## config.mk

```make
export PLATFORM = sky130hd
export DESIGN_NAME = traffic_phase_ctrl
export DESIGN_NICKNAME = d
export VERILOG_FILES = /design/src/rtl/traffic_phase_ctrl.sv
export SDC_FILE = /design/constraint.sdc
export NUM_CORES = 1
export LEC_CHECK = 0
export BUFFER_PORTS_ARGS = -buffer_cell sky130_fd_sc_hd__buf_2
export CORE_UTILIZATION = 51
export DETAILED_ROUTE_END_ITERATION = 16
export PLACE_DENSITY = 0.83
export SYNTH_ARGS = -nofsm -noshare
export SYNTH_HDL_FRONTEND = slang
export SYNTH_SLANG_ARGS = --single-unit
```

## constraint.sdc

```tcl
create_clock -name clock -period 2 [get_ports clock]
set_input_delay 0.2 -clock clock [delete_from_list [all_inputs] [get_ports clock]]
set_output_delay 0.2 -clock clock [all_outputs]
set_load 0.02 [all_outputs]
```

## src/rtl/traffic_phase_ctrl.sv

```systemverilog
// rtl/traffic_phase_ctrl.sv - NS/EW intersection phase controller with prescaled timebase
module traffic_phase_ctrl #(
  parameter int         PRESCALE     = 50,
  parameter logic [7:0] NS_GREEN_MIN = 8'd20,
  parameter logic [7:0] EW_GREEN_T   = 8'd12,
  parameter logic [7:0] YELLOW_T     = 8'd4,
  parameter logic [7:0] ALL_RED_T    = 8'd2
) (
  input  logic       clock,
  input  logic       reset,
  input  logic       enable,
  input  logic       ew_sensor,
  input  logic       ped_req,
  output logic [2:0] ns_light,
  output logic [2:0] ew_light,
  output logic       walk,
  output logic       ped_pend,
  output logic [2:0] phase,
  output logic       tick
);

  localparam int            PW         = (PRESCALE > 1) ? $clog2(PRESCALE) : 1;
  localparam logic [PW-1:0] PRESC_LAST = PW'(PRESCALE - 1);

  localparam logic [2:0] NS_GREEN  = 3'd0;
  localparam logic [2:0] NS_YELLOW = 3'd1;
  localparam logic [2:0] ALL_RED_A = 3'd2;
  localparam logic [2:0] EW_GREEN  = 3'd3;
  localparam logic [2:0] EW_YELLOW = 3'd4;
  localparam logic [2:0] ALL_RED_B = 3'd5;

  localparam logic [2:0] RED    = 3'b100;
  localparam logic [2:0] YELLOW = 3'b010;
  localparam logic [2:0] GREEN  = 3'b001;

  logic [2:0]    phase_q, phase_d;
  logic [PW-1:0] presc_q, presc_d;
  logic [7:0]    tcnt_q, tcnt_d;
  logic          ped_pend_q, ped_pend_d;
  logic          walk_q, walk_d;
  logic          tick_w;
  logic [7:0]    dur;
  logic          enter_ew, leave_ew;

  assign tick_w = enable && (presc_q == PRESC_LAST);

  // State register: phase, timebase, pedestrian latch and walk lamp
  always_ff @(posedge clock or posedge reset) begin
    if (reset) begin
      phase_q    <= ALL_RED_B;
      presc_q    <= '0;
      tcnt_q     <= 8'd0;
      ped_pend_q <= 1'b0;
      walk_q     <= 1'b0;
    end else begin
      phase_q    <= phase_d;
      presc_q    <= presc_d;
      tcnt_q     <= tcnt_d;
      ped_pend_q <= ped_pend_d;
      walk_q     <= walk_d;
    end
  end

  // Next state: prescaler wrap, tick counting and phase advance on tick edges
  always_comb begin
    presc_d = presc_q;
    if (enable) presc_d = (presc_q == PRESC_LAST) ? '0 : presc_q + 1'b1;

    case (phase_q)
      NS_GREEN:             dur = NS_GREEN_MIN;
      NS_YELLOW, EW_YELLOW: dur = YELLOW_T;
      EW_GREEN:             dur = EW_GREEN_T;
      default:              dur = ALL_RED_T;
    endcase

    phase_d = phase_q;
    tcnt_d  = tcnt_q;
    if (phase_q > ALL_RED_B) begin
      // Illegal code: recover to the clearance phase regardless of enable
      phase_d = ALL_RED_B;
      tcnt_d  = 8'd0;
    end else if (tick_w) begin
      if (tcnt_q == dur - 8'd1) begin
        // NS green waits here (counter saturated) until someone asks for service
        if (phase_q != NS_GREEN || ew_sensor || ped_pend_q) begin
          phase_d = (phase_q == ALL_RED_B) ? NS_GREEN : phase_q + 3'd1;
          tcnt_d  = 8'd0;
        end
      end else begin
        tcnt_d = tcnt_q + 8'd1;
      end
    end

    enter_ew = (phase_d == EW_GREEN) && (phase_q != EW_GREEN);
    leave_ew = (phase_q == EW_GREEN) && (phase_d != EW_GREEN);

    // A new press on the serving edge wins so it is not lost
    ped_pend_d = ped_req | (ped_pend_q & ~enter_ew);
    if (enter_ew)      walk_d = ped_pend_q;
    else if (leave_ew) walk_d = 1'b0;
    else               walk_d = walk_q;
  end

  // Outputs: lights decoded from the phase register only
  always_comb begin
    ns_light = RED;
    ew_light = RED;
    case (phase_q)
      NS_GREEN:  ns_light = GREEN;
      NS_YELLOW: ns_light = YELLOW;
      EW_GREEN:  ew_light = GREEN;
      EW_YELLOW: ew_light = YELLOW;
      default: begin
        ns_light = RED;
        ew_light = RED;
      end
    endcase
    walk     = walk_q;
    ped_pend = ped_pend_q;
    phase    = phase_q;
    tick     = tick_w;
  end

endmodule

```

== Yosys cells after proc, flatten, opt, wreduce, memory -nomap -nowiden ==
Index checks and enable logic that the tools add are counted.

* Equal/unequal tests: 10
* Order comparisons: 1
* Mux-type cells: 15
* Bitwise logic cells: 3
* Reduce and logical (&&, ||, !) cells: 11
* Add/sub/neg operators: 4

{| class="wikitable"
|+ Operator list
! kind !! count
|-
| $mux W8 || 4
|-
| $mux W3 || 5
|-
| $pmux W5 S3 || 1
|-
| $pmux W3 S2 || 2
|-
| $ne A3 B2 Y1 const B || 3
|-
| $add A8 B1 Y8 const B || 1
|-
| $eq A8 B8 Y1 || 1
|-
| $sub A8 B1 Y8 const B || 1
|-
| $add A6 B1 Y6 const B || 1
|-
| $eq A3 B2 Y1 const B || 2
|-
| $eq A3 B3 Y1 const B || 2
|-
| $eq A6 B6 Y1 const B || 1
|-
| $mux W6 || 1
|-
| $reduce_bool A2 Y1 || 2
|-
| $add A3 B1 Y3 const B || 1
|-
| $eq A3 B1 Y1 const B || 1
|-
| $gt A3 B3 Y1 const B || 1
|-
| $logic_and A1 B1 Y1 || 3
|-
| $logic_not A3 Y1 || 1
|-
| $reduce_bool A3 Y1 || 1
|-
| $logic_or A1 B1 Y1 || 2
|-
| $mux W1 || 2
|-
| $reduce_and A2 Y1 || 1
|-
| $reduce_or A2 Y1 || 1
|-
| 3 further kinds || 3
|}

* Word-level logic and storage cells: 49
* Output and inout port bits: 12
* Bits of input ports: 5
* Register bits after elaboration: 19

== Longest topological paths before layout ==
Gate-level depths: netlist of the first run.

* Depth in word-level cells: 13
* Mapped depth: 11
* Gate-level depth less buffers: 11

== Worst setup path after synthesis of the first run ==
OpenSTA, ideal clock, no wires.

* Kind: register to register
* Start: register phase_q[2], in the netlist phase[2]
* End: register walk_q, in the netlist walk
* Cell stages (with the launch flop): 9
* Buffers on the path: 0
* Required time: 1.874 ns
* Setup time: 0.126 ns
* Setup slack: -0.696 ns
* Data arrival time: 2.570 ns
* Period minus slack after synthesis: 2.696 ns
* Cells stage by stage: dfstp_2 > nor3b_1 > o211ai_4 > a21o_2 > o21ai_0 > o22ai_1 > ha_1 > nand2_1 > o21ai_0

* Word-level cells in the longest chain between the ends: 11
* Elaborated cells between the ends (all ways): 26
* Classes of those cells: 2 x add/sub; 1 x order compare; 8 x eq/ne; 7 x mux; 8 x reduce/logical

{| class="wikitable"
|+ Ends and longest elaborated chain
! what !! RTL line !! source
|-
| start, declared || 36 || <nowiki>logic [2:0] phase_q, phase_d;</nowiki>
|-
| start signal, assigned || 56 || <nowiki>phase_q <= phase_d;</nowiki>
|-
| $eq A3 B1 Y1 / $eq A3 B3 Y1 (equally long branches) || 69 || <nowiki>case (phase_q)</nowiki>
|-
| $reduce_or A2 Y1 || 69 ||
|-
| $pmux W5 S3 || 69 ||
|-
| $sub A8 B1 Y8 || 83 || <nowiki>if (tcnt_q == dur - 8'd1) begin</nowiki>
|-
| $eq A8 B8 Y1 || 83 ||
|-
| $mux W3 || 83 ||
|-
| $mux W3 || 82 || <nowiki>end else if (tick_w) begin</nowiki>
|-
| $mux W3 || 78 || <nowiki>if (phase_q > ALL_RED_B) begin</nowiki>
|-
| $eq A3 B2 Y1 / $ne A3 B2 Y1 (equally long branches) || 94, 95 ||
|-
| $logic_and A1 B1 Y1, on equally long branches || 94, 95 ||
|-
| $mux W1 / $reduce_bool A2 Y1 (equally long branches) || - ||
|-
| end signal, assigned || 60 || <nowiki>walk_q <= walk_d;</nowiki>
|-
| end, declared || 40 || <nowiki>logic walk_q, walk_d;</nowiki>
|}

Parallel ways exist; a longest one is shown, timed or not.
A chain may end at the register's enable or synchronous reset.

== Worst setup path after layout of the first run ==
* Start: register phase_q[0], in the netlist phase[0]
* End: register walk_q, in the netlist walk

The elaborated chain is that of the path after synthesis.

==> results.toml, run 1 <==
[sta]
setup_viol = 5
timing.final.crit_share = 1.06
maxSlewHeadroom = 0.513
fin_setup_tns_ns = -0.331
hold_viol_final = 17
fmax_ghz = 0.473
whs_ns = -0.0137
worst_slew_pin_slew_ns = 0.730
period_needed_ns = 2.11
fin_skew_ns = 0.00452
rsz0062_at_grt = "yes"
drv_slew = 0
setup_slack_ns = -0.112

[setup_path]
crit_path_start_kind = "register"
slowest_delay_ns = 0.60
cp-end-kind = "register"
critPathArrivalTime_ns = 2.36
cp_cell_sequence = "and2_4 > ha_4 > xnor2_2 > nand3_2 > a21o_4 > o21ai_2 > o22ai_1 > ha_2 > nand2_1 > o21ai_1"
crit_required_ns = 2.25
path_class = "reg -> reg"
worstPathMaxFanout = 5
slowest_stage = "dfstp_2"

[logic_synthesis]
yosysTopAreaCell = "dfrtp_1"
yosysWarnings = 0
ys_seq_area_frac = 0.384
ys_seq_elements = 19
synthCells = 134
synth.most_common_cell = "dfrtp_1"
syn_avg_cell_area_sq_um = 9.29
yosys-top-cells-count = "17 x dfrtp_1, 11 x inv_1, 11 x nand2_1"
synth-edff-count = 0
ys_types = 43
synthFlopType = "dfrtp_1"
syn_area_sq_um = 1240
syn_nets = 144
synth_top_cell_area_share = 0.342
async_flop_share = 1.00
synth.area.top_cells = "dfrtp_1 34%, ha_1 5.0%, dfstp_2 4.2%"

[routing]
postRouteAntennaNets = 0
drcViolationCount = 0
vias = 1206
drtIter0Drc = 34
finalWirelength_um = 3190
detail_route.wl_per_cell_um = 16.2
first_pass_iters = 4
vias_per_cell = 6.12

[die]
row_count = 17
ios = 17
start_util = 0.552
chipWidth_um = 51.4
core_area_sq_um = 2250
die_h_um = 51.4
dieArea_sq_um = 2640

[finish]
drive_above_1_share = 0.414
stdcell_area_sq_um = 1620
syn_to_final_growth_pct = 29.9
final_cells = 197
layout.nets = 180
fin_util = 0.718
num_antenna_cells = 0

[hold_path]
worstHoldPathType = "in -> async"

[place]
placed_cells = 189
placed_area_sq_um = 1480
hpwl_um = 2210
gp_congestion = 0.887
io_buffers = 16

[pwr]
vdd_drop_max_mv = 0.614
p_leak_nw = 0.683
finalPower_w = 0.000869
power.density_nw_per_um2 = 537

[run]
drv_cap = 0

[cts]
clk_latency_ns = 0.31
cts_hold_buf = 0
cts_buffers = 3
clk_path_buf_depth = 2
clock-root-buffer = "clkbuf_4"
clk_pin_slew_ns = 0.13
cts_tree = "built"
numClockSinks = 19
cts_max_level = 1

[global_route]
antenna_found_initial = 0
grt_pass1_wl_um = 5220
grt-ovfl-total = 0
grt_pass1_vias = 1152
track_usage = 0.269
grt_max_degree = 20

[run_status]
run_status = "complete, but fails checks"
violations = "negative hold slack, negative setup slack"
==> layout make-up <==
class,count,area [sq um]
multi-input combinational,99,797
fill,172,637
sequential,19,478
timing repair buffer,35,230
inverter,12,47.5
tap,28,35.0
clock buffer,3,22.5
clock inverter,1,7.51
==> repair_timing <==
item,4_1_cts,5_1_grt
pin swaps,6,4
setup endpoints to repair,7,11
gates resized for setup,10,4
buffers inserted,4,0
cloned,1,0
==> final timing paths <==
kind,start,end,slack (ns),depth (start not counted)
max in group asynchronous,reset,phase[1],1.55,2
min,reset,tcnt_q[2],-0.01,2
min in group clock,ped_req,ped_pend,0.05,2
max,phase[0],walk,-0.11,10
max reg2reg,phase[0],walk,-0.11,10
min reg2reg,walk,walk,0.52,2
==> per-layer routing <==
metal | GRT usage | routed length (um)
met5 | 0 | 0
met4 | 0.140 | 140
met3 | 0.0268 | 136
met2 | 0.461 | 1620
met1 | 0.330 | 1290
==> layout by cell type, fill, tap and decap left out, drive strengths merged, types with 4 or more instances in the layout <==
master and instances:
nand2 12, dfrtp 17, nor2 5, a21oi 7
nor3 4, inv 12, o21ai 10, ha 5
o22ai 5, or3 4, buf 35, nand3 8
==> through the flow <==
step	setup WS [ns]	hold slack, ns
finish	-0.112	-0.0137
floorplan	-0.216	0.150
global placement	-0.0545	0.340
global route	-0.203	0.0524
CTS	-0.129	0.0198
detailed placement	-0.166	0.359
==> power breakdown <==
part	leakage (nW)	internal, W	total [W]	switching [W]
Sequential	0.244	0.000432	0.000499	0.0000677
Clock	0.0139	0.0000763	0.000214	0.000138
Combinational	0.425	0.0000731	0.000155	0.0000821
Total	0.683	0.000581	0.000869	0.000288
==> critical path: cells and delay by family (launching register included) <==
family                   cells  cell delay (ns)
flip-flops                   1             0.60
XOR/XNOR                     1             0.11
adder cells (fa/ha/maj)      2             0.47
AO/OA/AOI/OAI                4             0.51
AND/OR/NAND/NOR              3             0.36
==> registers in the layout, indices dropped and copies added, names as in the netlist <==
| signal | cells |
|---|---|
| tcnt_q | 8 |
| walk | 1 |
| ped_pend | 1 |
| presc_q | 6 |
| phase | 3 |
==> logic make-up (layout without fill, tap and decap cells) <==
| kind of cell | after synthesis | count (layout) | share of synthesized area |
|---|---|---|---|
| fa+ha+maj | 5 | 5 | 0.0503 |
| flops | 19 | 19 | 0.384 |
| simple gates | 51 | 51 | 0.239 |
| compound gates | 37 | 38 | 0.219 |
| xor+xnor | 2 | 2 | 0.0141 |
| buf+inv | 17 | 51 | 0.0653 |
| mux | 3 | 3 | 0.0281 |
Note: power is estimated with default switching activity, not from simulation.
==> inputs of run 2 (changes only) <==
- CORE_ASPECT_RATIO: default -> 0.8
==> results.toml, run 2 (synthesis results as in run 1) <==
[run_status]
run_status = "complete, but fails checks"
violations = "negative hold slack, negative setup slack"

[sta]
setup_slack_ns = -0.0864
worst_slew_pin_slew_ns = 0.739
timing.final.crit_share = 1.04
maxSlewHeadroom = 0.507
fmax_ghz = 0.479
whs_ns = -0.00285
rsz0062_at_grt = "yes"
fin_skew_ns = 0.0144
hold_viol_final = 10
setup_viol = 9
period_needed_ns = 2.09
drv_slew = 0

[routing]
drtIter0Drc = 68
drcViolationCount = 0
vias_per_cell = 6.11
postRouteAntennaNets = 0
first_pass_iters = 5
finalWirelength_um = 3440
detail_route.wl_per_cell_um = 17.6
vias = 1197

[setup_path]
critPathArrivalTime_ns = 2.32
r2r_start = "phase[0]"
path_class = "reg -> reg"
crit_path_start_kind = "register"
crit_start = "phase[0]"
crit_required_ns = 2.23
worstPathMaxFanout = 5
cp-end-kind = "register"

[global_route]
met1_usage = 0.354
grt_max_degree = 20
grt_pass1_vias = 1166
grt_pass1_wl_um = 5410
use_met3 = 0.0730
grt-ovfl-total = 0
grt-busiest-layer = "met2"
grt_util_met2 = 0.447
antenna_found_initial = 0
track_usage = 0.279

[cts]
clk_latency_ns = 0.31
clock-root-buffer = "clkbuf_4"
cts_tree = "built"
clk_pin_slew_ns = 0.11
numClockSinks = 19
cts_buffers = 3
clk_path_buf_depth = 2
cts_hold_buf = 0
cts_max_level = 1

[finish]
top_register = "tcnt_q"
final_common_cell = "buf_4"
stdcell_area_sq_um = 1660
largest_register_ffs = 8
multi_input_area_sq_um = 817
final_cell_mix = "19 x buf_4, 17 x dfrtp_1, 16 x buf_2"
layout.nets = 182
syn_to_final_growth_pct = 33.1
drive_above_1_share = 0.468
num_antenna_cells = 0
nFillCells = 145
seqCellArea_sq_um = 478

[pwr]
finalPower_w = 0.000860
power.density_nw_per_um2 = 519
p_leak_nw = 0.705
vdd_drop_max_mv = 0.567

[place]
hpwl_um = 2370
gp_congestion = 0.966
io_buffers = 16
placed_area_sq_um = 1480
pre_cts_slack_ns = -0.156

[die]
row_count = 15
dieArea_sq_um = 2640
start_util = 0.557
chipWidth_um = 57.2
die_h_um = 46.2
ios = 17
core_area_sq_um = 2230

[hold_path]
worstHoldPathType = "in -> async"

[run]
drv_cap = 0
run 2: final timing paths:
kind                              end  slack, ns  cells past startpoint
max                              walk      -0.09                     10
min                         tcnt_q[2]     -0.003                      2
max reg2reg                      walk      -0.09                     10
min reg2reg                      walk       0.54                      2
max in group asynchronous  presc_q[0]       1.53                      2
min in group clock           ped_pend       0.08                      2
run 2: critical path: stages, from the launching register on:
cell     delay (ns)
dfstp_2        0.59
and2_4         0.16
ha_4           0.14
xnor2_2        0.11
nand3_2        0.14
a21o_2         0.24
o21ai_2        0.15
o22ai_2        0.11
ha_4           0.29
nand2_2        0.05
o21ai_2        0.05
run 2: routing by layer:
| layer | share of wire | wire, um |
|---|---|---|
| met1 | 0.43 | 1490 |
| met2 | 0.50 | 1730 |
| met3 | 0.044 | 150 |
| met4 | 0.023 | 78 |
| met5 | 0 | 0 |
run 2: final cells by class:
class                           count  area share
Clock buffer                        4      0.0159
Timing Repair Buffer               38       0.155
Multi-Input combinational cell     98       0.493
Sequential cell                    19       0.289
Tap cell                           25      0.0189
Inverter                           12      0.0287
run 2: through the flow:
step | TNS (ns) | util | hold WS (ns) | instances
3_5_place_dp | -0.542 | 0.662 | 0.351 | 186
5_1_grt | -1.39 | 0.742 | 0.0644 | 196
3_3_place_gp | -0.0966 | 0.662 | 0.346 | 186
6_report | -0.477 | 0.742 | -0.00285 | 196
4_1_cts | -0.295 | 0.711 | 0.0141 | 197
2_1_floorplan | -0.489 | - | 0.150 | 134
run 2: power breakdown:
group	internal, W	switching (W)	leakage (nW)	total [W]
sequential	0.000432	0.0000660	0.244	0.000498
combinational	0.0000751	0.0000872	0.446	0.000162
clock	0.0000780	0.000122	0.0150	0.000200
total	0.000585	0.000275	0.705	0.000860
run 2: repair_timing:
action	CTS	global route
pin swaps	10	11
setup buffers	8	3
resized for setup	9	18
endpoints found under the hold margin	0	0
setup endpoints to repair	7	11
==> inputs of run 3 (changes only) <==
==> constraint.sdc (replaced) <==
create_clock -name clock -period 2 [get_ports clock]
set_input_delay 0.1 -clock clock [delete_from_list [all_inputs] [get_ports clock]]
set_output_delay 0.1 -clock clock [all_outputs]
set_load 0.02 [all_outputs]
==> results.toml, run 3 (synthesis results as in run 1) <==
[routing]
first_pass_iters = 4
vias_per_cell = 6.37
finalWirelength_um = 3780
vias = 1273
drcViolationCount = 0
drtIter0Drc = 132
postRouteAntennaNets = 0
detail_route.wl_per_cell_um = 18.9

[finish]
syn_to_final_growth_pct = 34.9
stdcell_area_sq_um = 1680
top_register = "tcnt_q"
layout.nets = 186
seqCellArea_sq_um = 478
final_common_cell = "buf_4"
fin_util = 0.752
num_antenna_cells = 0
multi_input_area_sq_um = 797
drive_above_1_share = 0.457
nFillCells = 140
largest_register_ffs = 8
final_cell_mix = "19 x buf_4, 17 x dfrtp_1, 16 x buf_2"

[sta]
maxSlewHeadroom = 0.507
hold_viol_final = 0
fin_skew_ns = 0.0149
fin_setup_tns_ns = -0.583
fmax_ghz = 0.479
whs_ns = 0.0913
timing.final.crit_share = 1.04
rsz0062_at_grt = "yes"
period_needed_ns = 2.09
worst_slew_pin_slew_ns = 0.738
setup_viol = 10
drv_slew = 0
setup_slack_ns = -0.0859

[setup_path]
cp_cell_sequence = "inv_2 > ha_4 > xnor2_2 > nand3_2 > buf_6 > a211oi_4 > buf_6 > o31ai_1 > a21oi_2"
cp-end-kind = "register"
critPathBufInv = 3
crit_family = "flip-flops"
path_class = "reg -> reg"
critPathArrivalTime_ns = 2.34
crit_path_start_kind = "register"
worstPathMaxFanout = 6
slowest_delay_ns = 0.60
crit_path_frequent_cell = "buf_6"
crit_required_ns = 2.25
slowest_stage = "dfstp_2"

[pwr]
p_leak_nw = 0.723
power.switching_w = 0.000281
sw_frac_of_total = 0.323
internal_power_w = 0.000587
vdd_drop_max_mv = 0.588
power_frac_seq = 0.577
power.density_nw_per_um2 = 517
pwr-share-clk = 0.230
p_comb_frac = 0.193

[cts]
clk_path_buf_depth = 2
clock-root-buffer = "clkbuf_4"
cts_buffers = 3
numClockSinks = 19
clk_pin_slew_ns = 0.11
cts_max_level = 1
cts_tree = "built"
clk_latency_ns = 0.31

[place]
placed_area_sq_um = 1480
io_buffers = 16
pre_cts_slack_ns = -0.156
hpwl_um = 2370
gp_congestion = 0.966

[die]
dieArea_sq_um = 2640
die_h_um = 46.2
chipWidth_um = 57.2
ios = 17
core_area_sq_um = 2230
row_count = 15
start_util = 0.557

[global_route]
grt_pass1_wl_um = 5420
grt_max_degree = 20
track_usage = 0.280
antenna_found_initial = 0
grt-ovfl-total = 0
grt_pass1_vias = 1181

[run_status]
run_status = "complete, but fails checks"
violations = "negative setup slack"

[run]
drv_cap = 0

[hold_path]
worstHoldPathType = "in -> reg"
run 3: stage by stage:
step           instances  power [W]
3_5_place_dp         186   0.000639
6_report             200   0.000868
2_1_floorplan        134   0.000583
5_1_grt              200   0.000898
3_3_place_gp         186   0.000622
4_1_cts              199   0.000841
run 3: power groups by stage:
stage / Sequential [W] / Combinational, W / Clock (W)
global route: 0.000505 / 0.000180 / 0.000213
floorplan: 0.000488 / 0.0000950 / 0
global placement: 0.000498 / 0.000124 / 0
CTS: 0.000494 / 0.000147 / 0.000199
detailed placement: 0.000500 / 0.000139 / 0
finish: 0.000501 / 0.000167 / 0.000200
run 3: final timing paths:
kind | slack [ns] | depth (start not counted) | to | from
max in group asynchronous | 1.07 | 3 | presc_q[0] | reset
worst max register to register | -0.09 | 9 | tcnt_q[6] | phase[2]
min in group asynchronous | 0.45 | 3 | presc_q[5] | reset
worst max-delay path | -0.09 | 9 | tcnt_q[6] | phase[2]
worst min-delay path | 0.09 | 2 | presc_q[0] | enable
worst min register to register | 0.54 | 2 | walk | walk
run 3: routing by layer:
metal  track usage  part of all wire  up-vias
met5             0                 0        -
met4         0.146             0.031        0
met2         0.454              0.50       69
met3        0.0730             0.059       20
li1              -                 -      568
met1         0.350              0.41      616
run 3: area by class of cell:
class,instances,share of cell area
sequential,19,0.285
multi-input combinational,98,0.475
timing repair buffer,42,0.178
clock buffer,4,0.0156
tap,25,0.0186
inverter,12,0.0283
run 3: worst reg2reg max path: cells and delay by family (launching register included):
kind	cells	cell delay, ns
buffers and inverters	3	0.40
xor gates and xnor gates	1	0.15
DFF	1	0.60
and+or+nand+nor	1	0.14
adders and majority gates	1	0.17
AOI/OAI and AO/OA	3	0.57
run 3: timing repair:
action	CTS	global route
hold buffers	2	0
hold endpoints to repair	18	0
gates resized for setup	9	16
pin swaps	10	14
endpoints found under the setup margin	7	11
buffers inserted	8	5
